File: src/rtl/gate_pkg.sv
// Shared definitions for the parking-barrier actuator: state encoding,
// fault codes and the cycle-counter ceiling.
package gate_pkg;

  typedef enum logic [3:0] {
    ST_INIT,
    ST_HOMING,
    ST_CLOSED,
    ST_OPENING,
    ST_SETTLE_UP,
    ST_OPEN,
    ST_CLOSING,
    ST_REVERSE,
    ST_FAULT
  } gate_state_t;

  localparam logic [1:0] FLT_NONE    = 2'b00;
  localparam logic [1:0] FLT_TIMEOUT = 2'b01;
  localparam logic [1:0] FLT_SENSOR  = 2'b10;

  localparam logic [7:0] CYCLE_SAT = 8'd255;

  // States in which the motor runs and the travel timeout applies.
  function automatic logic is_travel(input gate_state_t s);
    return (s == ST_HOMING) || (s == ST_OPENING) || (s == ST_CLOSING);
  endfunction

  // Motors-off dwell states that reuse the timer to count SETTLE cycles.
  function automatic logic is_dwell(input gate_state_t s);
    return (s == ST_SETTLE_UP) || (s == ST_REVERSE);
  endfunction

endpackage

File: src/rtl/gate_travel_timer.sv
// Loadable up-counter with clear and enable; term_o flags when the count
// equals TERMINAL. Updates on the falling clock edge like the rest of the actuator.
module gate_travel_timer #(
  parameter int WIDTH    = 5,
  parameter int TERMINAL = 15
) (
  input  logic             clk_i,
  input  logic             reset_i,
  input  logic             clear_i,
  input  logic             load_i,
  input  logic [WIDTH-1:0] load_val_i,
  input  logic             en_i,
  output logic             term_o
);

  localparam logic [WIDTH-1:0] TERM_V = WIDTH'(TERMINAL);

  logic [WIDTH-1:0] r_count;

  always_ff @(negedge clk_i or posedge reset_i) begin
    if (reset_i) begin
      r_count <= '0;
    end else if (clear_i) begin
      r_count <= '0;
    end else if (load_i) begin
      r_count <= load_val_i;
    end else if (en_i) begin
      r_count <= r_count + 1'b1;
    end
  end

  assign term_o = (r_count == TERM_V);

endmodule

File: src/rtl/gate_actuator.sv
// Motor-side barrier driver: turns open/close pulses into bounded motor runs
// between limit switches, with dead-time, obstacle reversal and fault latching.
module gate_actuator
  import gate_pkg::*;
#(
  parameter int TRAVEL_MAX = 16,
  parameter int SETTLE     = 2
) (
  input  logic       clk_i,
  input  logic       reset_i,
  input  logic       open_i,
  input  logic       close_i,
  input  logic       lim_up_i,
  input  logic       lim_down_i,
  input  logic       obstacle_i,
  input  logic       fault_ack_i,
  output logic       motor_up_o,
  output logic       motor_down_o,
  output logic       gate_up_o,
  output logic       gate_down_o,
  output logic       fault_o,
  output logic [1:0] fault_code_o,
  output logic [7:0] cycle_count_o
);

  localparam int TW = $clog2(TRAVEL_MAX + 1);
  // Dwells preload so that the shared terminal (TRAVEL_MAX-1) is hit after
  // exactly SETTLE cycles; requires SETTLE <= TRAVEL_MAX.
  localparam logic [TW-1:0] DWELL_LOAD = TW'(TRAVEL_MAX - SETTLE);

  gate_state_t r_state;
  gate_state_t w_state_next;
  logic        r_close_pend;
  logic        w_close_pend_next;
  logic [1:0]  r_fault_code;
  logic [1:0]  w_fault_code_next;
  logic [7:0]  r_cycle_count;
  logic        w_count_inc;
  logic        r_motor_up;
  logic        r_motor_down;
  logic        r_gate_up;
  logic        r_gate_down;
  logic        r_fault;
  logic        w_term;
  logic        w_entering;
  logic        w_timer_clear;
  logic        w_timer_load;
  logic        w_timer_en;

  gate_travel_timer #(
    .WIDTH    (TW),
    .TERMINAL (TRAVEL_MAX - 1)
  ) u_timer (
    .clk_i      (clk_i),
    .reset_i    (reset_i),
    .clear_i    (w_timer_clear),
    .load_i     (w_timer_load),
    .load_val_i (DWELL_LOAD),
    .en_i       (w_timer_en),
    .term_o     (w_term)
  );

  always_comb begin
    w_state_next      = r_state;
    w_close_pend_next = r_close_pend;
    w_fault_code_next = r_fault_code;
    w_count_inc       = 1'b0;

    case (r_state)
      ST_INIT: w_state_next = ST_HOMING;

      ST_HOMING: begin
        if (lim_down_i) begin
          w_state_next = ST_CLOSED;
        end else if (w_term) begin
          w_state_next      = ST_FAULT;
          w_fault_code_next = FLT_TIMEOUT;
        end
      end

      ST_CLOSED: begin
        if (open_i) w_state_next = ST_OPENING;
      end

      ST_OPENING: begin
        if (close_i) w_close_pend_next = 1'b1;
        if (lim_up_i) begin
          w_state_next = ST_SETTLE_UP;
        end else if (w_term) begin
          w_state_next      = ST_FAULT;
          w_fault_code_next = FLT_TIMEOUT;
        end
      end

      ST_SETTLE_UP: begin
        if (w_term) begin
          if (r_close_pend) begin
            w_state_next      = ST_CLOSING;
            w_close_pend_next = 1'b0;
          end else begin
            w_state_next = ST_OPEN;
          end
        end
      end

      ST_OPEN: begin
        if (close_i) w_state_next = ST_CLOSING;
      end

      ST_CLOSING: begin
        if (lim_down_i) begin
          w_state_next = ST_CLOSED;
          w_count_inc  = 1'b1;
        end else if (obstacle_i || open_i) begin
          w_state_next = ST_REVERSE;
        end else if (w_term) begin
          w_state_next      = ST_FAULT;
          w_fault_code_next = FLT_TIMEOUT;
        end
      end

      ST_REVERSE: begin
        if (w_term) w_state_next = ST_OPENING;
      end

      ST_FAULT: begin
        if (fault_ack_i) begin
          w_state_next      = ST_HOMING;
          w_fault_code_next = FLT_NONE;
        end
      end

      default: w_state_next = ST_INIT;
    endcase

    // Both limits at once means a broken switch: overrides everything else.
    if (r_state != ST_INIT && r_state != ST_FAULT && lim_up_i && lim_down_i) begin
      w_state_next      = ST_FAULT;
      w_fault_code_next = FLT_SENSOR;
      w_count_inc       = 1'b0;
    end

    // A close request queued before a fault must not survive the re-home.
    if (w_state_next == ST_FAULT && r_state != ST_FAULT) begin
      w_close_pend_next = 1'b0;
    end
  end

  assign w_entering    = (w_state_next != r_state);
  assign w_timer_clear = w_entering && is_travel(w_state_next);
  assign w_timer_load  = w_entering && is_dwell(w_state_next);
  assign w_timer_en    = !w_entering && (is_travel(r_state) || is_dwell(r_state));

  always_ff @(negedge clk_i or posedge reset_i) begin
    if (reset_i) begin
      r_state       <= ST_INIT;
      r_close_pend  <= 1'b0;
      r_fault_code  <= FLT_NONE;
      r_cycle_count <= '0;
      r_motor_up    <= 1'b0;
      r_motor_down  <= 1'b0;
      r_gate_up     <= 1'b0;
      r_gate_down   <= 1'b0;
      r_fault       <= 1'b0;
    end else begin
      r_state      <= w_state_next;
      r_close_pend <= w_close_pend_next;
      r_fault_code <= w_fault_code_next;
      if (w_count_inc && r_cycle_count != CYCLE_SAT) begin
        r_cycle_count <= r_cycle_count + 8'd1;
      end
      // Outputs are registered decodes of the state being entered.
      r_motor_up   <= (w_state_next == ST_OPENING);
      r_motor_down <= (w_state_next == ST_HOMING) || (w_state_next == ST_CLOSING);
      r_gate_up    <= (w_state_next == ST_OPEN);
      r_gate_down  <= (w_state_next == ST_CLOSED);
      r_fault      <= (w_state_next == ST_FAULT);
    end
  end

  assign motor_up_o    = r_motor_up;
  assign motor_down_o  = r_motor_down;
  assign gate_up_o     = r_gate_up;
  assign gate_down_o   = r_gate_down;
  assign fault_o       = r_fault;
  assign fault_code_o  = r_fault_code;
  assign cycle_count_o = r_cycle_count;

endmodule

File: config.mk
export PLATFORM = sky130hd
export DESIGN_NAME = gate_actuator
export DESIGN_NICKNAME = d
export VERILOG_FILES = /design/src/rtl/gate_pkg.sv /design/src/rtl/gate_travel_timer.sv /design/src/rtl/gate_actuator.sv
export SDC_FILE = /design/constraint.sdc
export NUM_CORES = 1
export LEC_CHECK = 0
export ABC_AREA = 1
export CORE_MARGIN = 2
export CORE_UTILIZATION = 50
export DETAILED_ROUTE_END_ITERATION = 8
export PLACE_DENSITY = 0.85
export SLEW_MARGIN = 15
export SYNTH_ARGS = -nofsm -noshare
export SYNTH_HDL_FRONTEND = slang
export SYNTH_SLANG_ARGS = --single-unit
File: constraint.sdc
create_clock -name clk_i -period 4.32 [get_ports clk_i]
set_input_delay 0.648 -clock clk_i [delete_from_list [all_inputs] [get_ports clk_i]]
set_output_delay 0.648 -clock clk_i [all_outputs]
set_load 0.03 [all_outputs]
# Yosys cells after proc, flatten, opt, wreduce, memory -nomap -nowiden
# Index checks and enable logic that the tools add are counted.
# word_totals
regBits	25
inputBits	8
output_inout_bits	15
word_cells	95
# op_classes
add_sub_neg	2
n_eq_ne	27
mux	31
n_reduce_logical	25
# ops
cell	n
$mux 4	11
$pmux 4 s9	1
$eq 4x3->1 const B	8
$ne 3x3->1 const B	6
$eq 4x2->1 const B	4
$mux 2	8
$mux 5	3
$logic_or 1x1->1	9
$add 8x1->8 const B	1
$eq 4x1->1 const B	2
$eq 4x4->1 const B	2
$logic_and 1x1->1	8
$ne 8x8->1 const B	1
$pmux 2 s4	1
$mux 1	6
$reduce_and 6->1	1
$reduce_bool 3->1	2
$add 5x1->5 const B	1
$eq 5x4->1 const B	1
$reduce_bool 5->1	1
$logic_not 4->1	1
$ne 4x4->1	1
$ne 4x4->1 const B	1
$reduce_bool 4->1	1
other kinds (4)	4

# Longest topological paths before layout
# Gate-level depths: netlist (run 1).
# depth
ltp_word	12
ltp_mapped	20
ltp_nobuf	20

# Modules after synthesis
# Synthesis (run 1) repeated with hierarchy kept, for this count alone.
# unflattened
hier_cells	244
hier_area_um2	1760.4
# modules_own_cells
mod	n_inst	cells_each	area_each_um2	seq_area_each_um2
gate_actuator	1	200	1441.4	500.5
gate_travel_timer	1	44	319.1	125.1

==> impl_results.md, run 1 <==
* Post-route setup TNS at 0 ns
* Drt wl/cell at 13.14 um
* Sequential share of power at 21.5%
* Setup violators final at 0
* Cell family with most CP delay: simple AND/OR/NAND/NOR gates
* Max-Cap Viols at 0
* Actual slew at the worst max-slew pin at 0.3880 ns
* Slowest CP cell: dlygate4sd2_1
* Syn avg cell area at 7.017 um2
* Clock buffer depth at 2
* Post-Route WL at 4.377 mm
* Syn nets at 246
* Synthesized instance count at 235
* Iter 0 DRT Violations at 169
* Routed length on met2 at 2.195 mm
* DR vias at 1,733
* Final Power at 1691 uW
* Cell taking the most area after synthesis: dfrtn_1
* Sw Ratio at 53.34%
* Largest net degree at the start of global routing at 26
* Grt total ovfl at 0
* Worst stage delay on the critical path at 0.29 ns
* Distinct cell type count after synthesis at 27
* CP Class: input port to flop
* Share of layout cells above drive strength 1 at 26.64%
* CTS tree: done
* Crit-path most repeated cell: nand2_1
* Arrival time worst endpoint at 2.29 ns
* Bufs and invs on worst path at 3
* Hold Path Class: flop to flop
* Placer Congestion at 1.021
* Area of the multi-input gates at 1012 um2
* Share of the synthesized area in the top cell type at 37.94%
* Req. time, crit path at 2.33 ns
* Synth top area cells: dfrtn_1 (38%), nand2_1 (16%), nand3_1 (9.7%)
* H-tree levels at 1
* DR top layer: met4
* Num CTS Buffers at 3
* VDD IR max at 0.0004788 V
* Seq cells post-synth at 25
* Leak at 0.001367 uW
* Logic pwr share at 72.1%
* FF+latch area at 625.6 um2
* Sw Pwr at 902.1 uW
* Slew Viols, Final at 0
* Synth-to-layout area growth at 39.91%
* Pwr dens at 733.0 nW/um2
* Most common cell after layout, fill and taps aside: nand2_1
* Worst hold slack at 0.4553 ns
* Utilization after layout at 74.35%
* Mapped cell area at 1649 um2
* Number of I/O pins at 23
* Residual DRC at 0
* Clk slew on worst S/H paths at 0.09 ns
* Vias in the first global route at 1,508
* Vias/cell at 5.204
* Port bufs at 22
* Fin Clk Skew at 0.002577 ns
* Clock root buffer: clkbuf_4
* Most frequent cells in the layout: nand2_1 (67), buf_4 (30), inv_1 (27)
* Initial antenna violation count at 0
* Final hold violations at 0
* Sequential area share after synthesis at 37.94%
* Instance area after placement at 2103 um2
* CP cell instances: dlygate4sd2_1, inv_2, nand3_1, nand2_1, nand2_1, nor2_2, nand2_2, nand2_4, nand2_1, nand2_1, nand2_2, inv_2, nand2_4, nand2_2, nand2_4, nand3_2, nand2_1
* Worst-path fanout max at 7
* Met1 Routed Length at 1.787 mm
* Die H at 61.43 um
* Nets at 301
* Filler cell count at 238
* DRT antenna net count at 0
* Core area at 3103 um2
* First-pass GRT wire length at 6.679 mm
* Internal at 789.1 uW
* Worst Setup End Kind: flop
* GRT Util Overall at 23.86%
* Clock power share at 6.4%
* Antenna cell count at 0
* DP HPWL at 3.117 mm
* Worst slew margin at 73.93%
* Die X at 61.43 um
* Status: completed
* Design area at 2307 um2
* Met3 wire length at 361 um
* Worst-Skew Late Latency at 0.31 ns
* Starting Density at 53.15%
* TritonRoute pass-1 iters at 5
* Row cnt at 20
* Crit path launch type: input port
* Synth warn at 0
* CTS sink cnt at 25
* DIE AREA at 3774 um2
[worst reg2reg max path: stages, from the launching register on]
cell and delay [ns]:
dfrtn_1 0.50, ha_1 0.21, and3_1 0.19, ha_1 0.28
inv_1 0.15, nand2_1 0.14, nand3_1 0.09, nand2_1 0.07
nand2_1 0.06, nor2_2 0.09, nand2_2 0.10, nand2_4 0.09
nand2_1 0.06, nand2_1 0.08, nand2_2 0.09, inv_2 0.09
nand2_4 0.09, nand2_2 0.09, nand2_4 0.08, nand3_2 0.08
nand2_1 0.05
[per-stage QoR]
stage | setup slack (ns) | cells
3_3_place_gp | -0.4352 | 325
5_1_grt | -0.05436 | 333
3_5_place_dp | -0.5301 | 325
2_1_floorplan | 0.1594 | 235
6_report | 0.04867 | 333
4_1_cts | 0.002097 | 330
[flip-flops by register name (all words and copies together) (netlist names)]
name	cells
cycle_count_o	8
fault_code_o	2
fault_o	1
gate_down_o	1
gate_up_o	1
motor_down_o	1
motor_up_o	1
r_close_pend	1
r_state	4
u_timer.r_count	5
[cell usage after synthesis]
cell	n
xor2_1	5
buf_6	1
and3_1	1
nor3_1	5
nand4_2	1
dfrtn_1	25
mux2_2	1
xnor2_1	4
o21ai_0	4
a21oi_1	4
nor2_2	5
nand3_2	1
nand2_2	7
ha_1	3
a221oi_1	1
or2_1	1
nand2_4	1
nor2_4	2
nand2_1	71
nor2_1	24
inv_1	30
nand3_1	32
inv_2	2
nand4_1	1
clkbuf_2	1
o2111ai_1	1
nor3_2	1
[power by group through the flow]
stage	registers [uW]	clock network (uW)	logic, uW
global route	372	123	1310
finish	364	108	1220
floorplan	400	0	570
detailed placement	364	0	926
CTS	360	108	975
global placement	363	0	898
[per-layer routing]
layer | up-vias | GRT usage (%)
met5 | - | 0
li1 | 848 | -
met3 | 4 | 7.143
met1 | 808 | 31.92
met4 | 0 | 2.736
met2 | 73 | 39.82
[layout make-up]
| cell class | instances | area share, % |
|---|---|---|
| clock buffer | 3 | 0.9761 |
| clock inverter | 1 | 0.3254 |
| inverter | 32 | 5.206 |
| multi-input combinational | 176 | 43.87 |
| sequential | 25 | 27.12 |
| tap | 44 | 2.386 |
| timing repair buffer | 52 | 20.12 |
[cell families after synthesis]
logic type               count (synthesis)  share of synthesized area, %
buffers and inverters                   34                         8.270
XOR/XNOR                                 9                         4.780
flip-flops                              25                         37.94
multiplexers                             1                        0.6828
AND/OR/NAND/NOR                        153                         42.56
AO/OA/AOI/OAI                           10                         3.490
adder cells (fa/ha/maj)                  3                         2.276
[worst paths after layout]
path	from	end	slack [ns]	cells after the start
setup reg to reg	u_timer.r_count[0]$_DFFE_NP0P_	u_timer.r_count[3]$_DFFE_NP0P_	1.50	20
hold reg to reg	cycle_count_o[3]$_DFFE_NP0P_	cycle_count_o[3]$_DFFE_NP0P_	0.46	1
setup / recovery	lim_down_i	u_timer.r_count[3]$_DFFE_NP0P_	0.05	17
max in group asynchronous	reset_i	motor_down_o$_DFF_NP0_	1.33	3
hold / removal	cycle_count_o[3]$_DFFE_NP0P_	cycle_count_o[3]$_DFFE_NP0P_	0.46	1
min in group asynchronous	reset_i	cycle_count_o[2]$_DFFE_NP0P_	2.71	3
[repair_timing]
action,CTS,global route
hold buffers,0,0
setup buffers,1,3
resized for setup,11,33
endpoints found under the setup margin,7,13
pin swaps,2,11
(Power assumes the default switching activity.)
==> run 2: changes to the inputs <==
Settings changed: CORE_UTILIZATION 50 to 35, PLACE_DENSITY 0.85 to 0.66.
==> impl_results.md, run 2 (synthesis gave the netlist of run 1 again) <==
* Req. time, crit path at 3.67 ns
* Port bufs at 22
* Slowest CP cell: clkdlybuf4s50_1
* Post-Route WL at 3.855 mm
* Leak at 0.001253 uW
* GRT Util Overall at 15.62%
* DP HPWL at 3.034 mm
* Post-route setup TNS at 0 ns
* Most common cell after layout, fill and taps aside: nand2_1
* CP cell instances: clkdlybuf4s50_1
* H-tree levels at 1
* Iter 0 DRT Violations at 87
* Crit path launch type: flop
* Clock buffer depth at 2
* Initial antenna violation count at 0
* DRT antenna net count at 0
* Vias in the first global route at 1,485
* Arrival time worst endpoint at 3.61 ns
* Most frequent cells in the layout: nand2_1 (66), nand3_1 (31), buf_4 (29)
* TritonRoute pass-1 iters at 4
* Drt wl/cell at 11.34 um
* CTS tree: done
* Status: completed
* Clk slew on worst S/H paths at 0.06 ns
* Die X at 72.64 um
* Die H at 72.64 um
* Max-Cap Viols at 0
* Row cnt at 24
* Bufs and invs on worst path at 1
* VDD IR max at 0.0003134 V
* Hold_buf cts at 0
* Fin Clk Skew at 0.004378 ns
* First-pass GRT wire length at 6.596 mm
* Filler cell count at 433
* Slew Viols, Final at 0
* Nets at 300
* Placer Congestion at 0.9773
* Worst hold slack at 0.4424 ns
* Antenna cell count at 0
* CTS sink cnt at 25
* Worst Setup End Kind: output port
* Pwr dens at 694.9 nW/um2
* Vias/cell at 4.759
* Hold Path Class: flop to flop
* Actual slew at the worst max-slew pin at 0.3894 ns
* Final hold violations at 0
* Core area at 4444 um2
* Worst slew margin at 73.94%
* Worst-path fanout max at 4
* Residual DRC at 0
* DIE AREA at 5277 um2
* Worst-Skew Late Latency at 0.28 ns
* Share of layout cells above drive strength 1 at 24.31%
* DR vias at 1,618
* Grt total ovfl at 0
* Clock root buffer: clkbuf_8
* Num CTS Buffers at 3
* Worst stage delay on the critical path at 0.69 ns
* Number of flip-flops under the largest register name at 8
* Largest net degree at the start of global routing at 26
* Starting Density at 37.11%
* Synth-to-layout area growth at 36.27%
* Setup violators final at 0
* CP Class: flop to output port
* Number of I/O pins at 23
* Cell family with most CP delay: buffers and inverters
-- run 2: cell types whose count changed in the layout (fill, tap and decap cells not counted), moves of 2 or more --
cell / previous run / this run
nand3_1: 22 / 31
clkbuf_4: 3 / 0
clkbuf_8: 0 / 3
nand3_2: 10 / 2
dlymetal6s2s_1: 9 / 2
nor2_1: 20 / 18
clkdlybuf4s50_1: 9 / 15
nor2_2: 8 / 10
-- run 2: layer usage --
layer  share of wire [%]  GRT usage (%)  vias up
met5                   0              0        -
met4                0.16          1.235        0
met3                 6.4          4.006        2
met2                  47          25.15       49
met1                  47          22.09      723
li1                    -              -      844
-- run 2: layout make-up --
cell class	instances	area, um2	area share (%)
Inverter	32	120.1	5.345
Sequential cell	25	625.6	27.84
Clock inverter	1	7.507	0.3341
Timing Repair Buffer	51	437.9	19.49
Multi-Input combinational cell	176	949.7	42.26
Clock buffer	3	41.29	1.837
Tap cell	52	65.06	2.895
-- run 2: worst paths after layout --
path	to	from	cells after the start	slack (ns)
max	cycle_count_o[0]	cycle_count_o[0]$_DFFE_NP0P_	1	0.06
min	cycle_count_o[7]$_DFFE_NP0P_	cycle_count_o[7]$_DFFE_NP0P_	1	0.44
max reg2reg	u_timer.r_count[1]$_DFFE_NP0P_	u_timer.r_count[0]$_DFFE_NP0P_	20	1.70
min reg2reg	cycle_count_o[7]$_DFFE_NP0P_	cycle_count_o[7]$_DFFE_NP0P_	1	0.44
max in group asynchronous	cycle_count_o[1]$_DFFE_NP0P_	reset_i	3	1.28
min in group asynchronous	cycle_count_o[0]$_DFFE_NP0P_	reset_i	3	2.76
-- run 2: through the flow --
step | power [uW] | setup WS (ns) | cell area [um2] | instances | utilization, %
6_report | 1562 | 0.06348 | 2247 | 340 | 50.56
5_1_grt | 1702 | -0.01572 | 2247 | 340 | 50.56
4_1_cts | 1486 | 0.04602 | 2193 | 339 | 49.35
3_5_place_dp | 1268 | -0.4854 | 2098 | 331 | 47.21
3_3_place_gp | 1257 | -0.4902 | 2098 | 331 | 47.21
2_1_floorplan | 970.1 | 0.1594 | 1649 | 235 | -
-- run 2: power by group --
part | switching, uW | internal [uW] | leakage (uW)
Clock | 74.9 | 65.4 | 0.0000217
Sequential | 59.9 | 301 | 0.000334
Combinational | 644 | 416 | 0.000898
-- run 2: timing repair --
| item | 4_1_cts | 5_1_grt |
|---|---|---|
| pin swaps | 5 | 11 |
| setup buffers | 4 | 1 |
| resized for setup | 12 | 17 |
| endpoints found under the setup margin | 9 | 7 |
==> run 3: changes to the inputs <==
Settings changed: CAP_MARGIN from default to 40, CTS_CLUSTER_SIZE from default to 28.
==> results of run 3 <==
The final DEF is identical to that of run 2; final timing and power are the same.
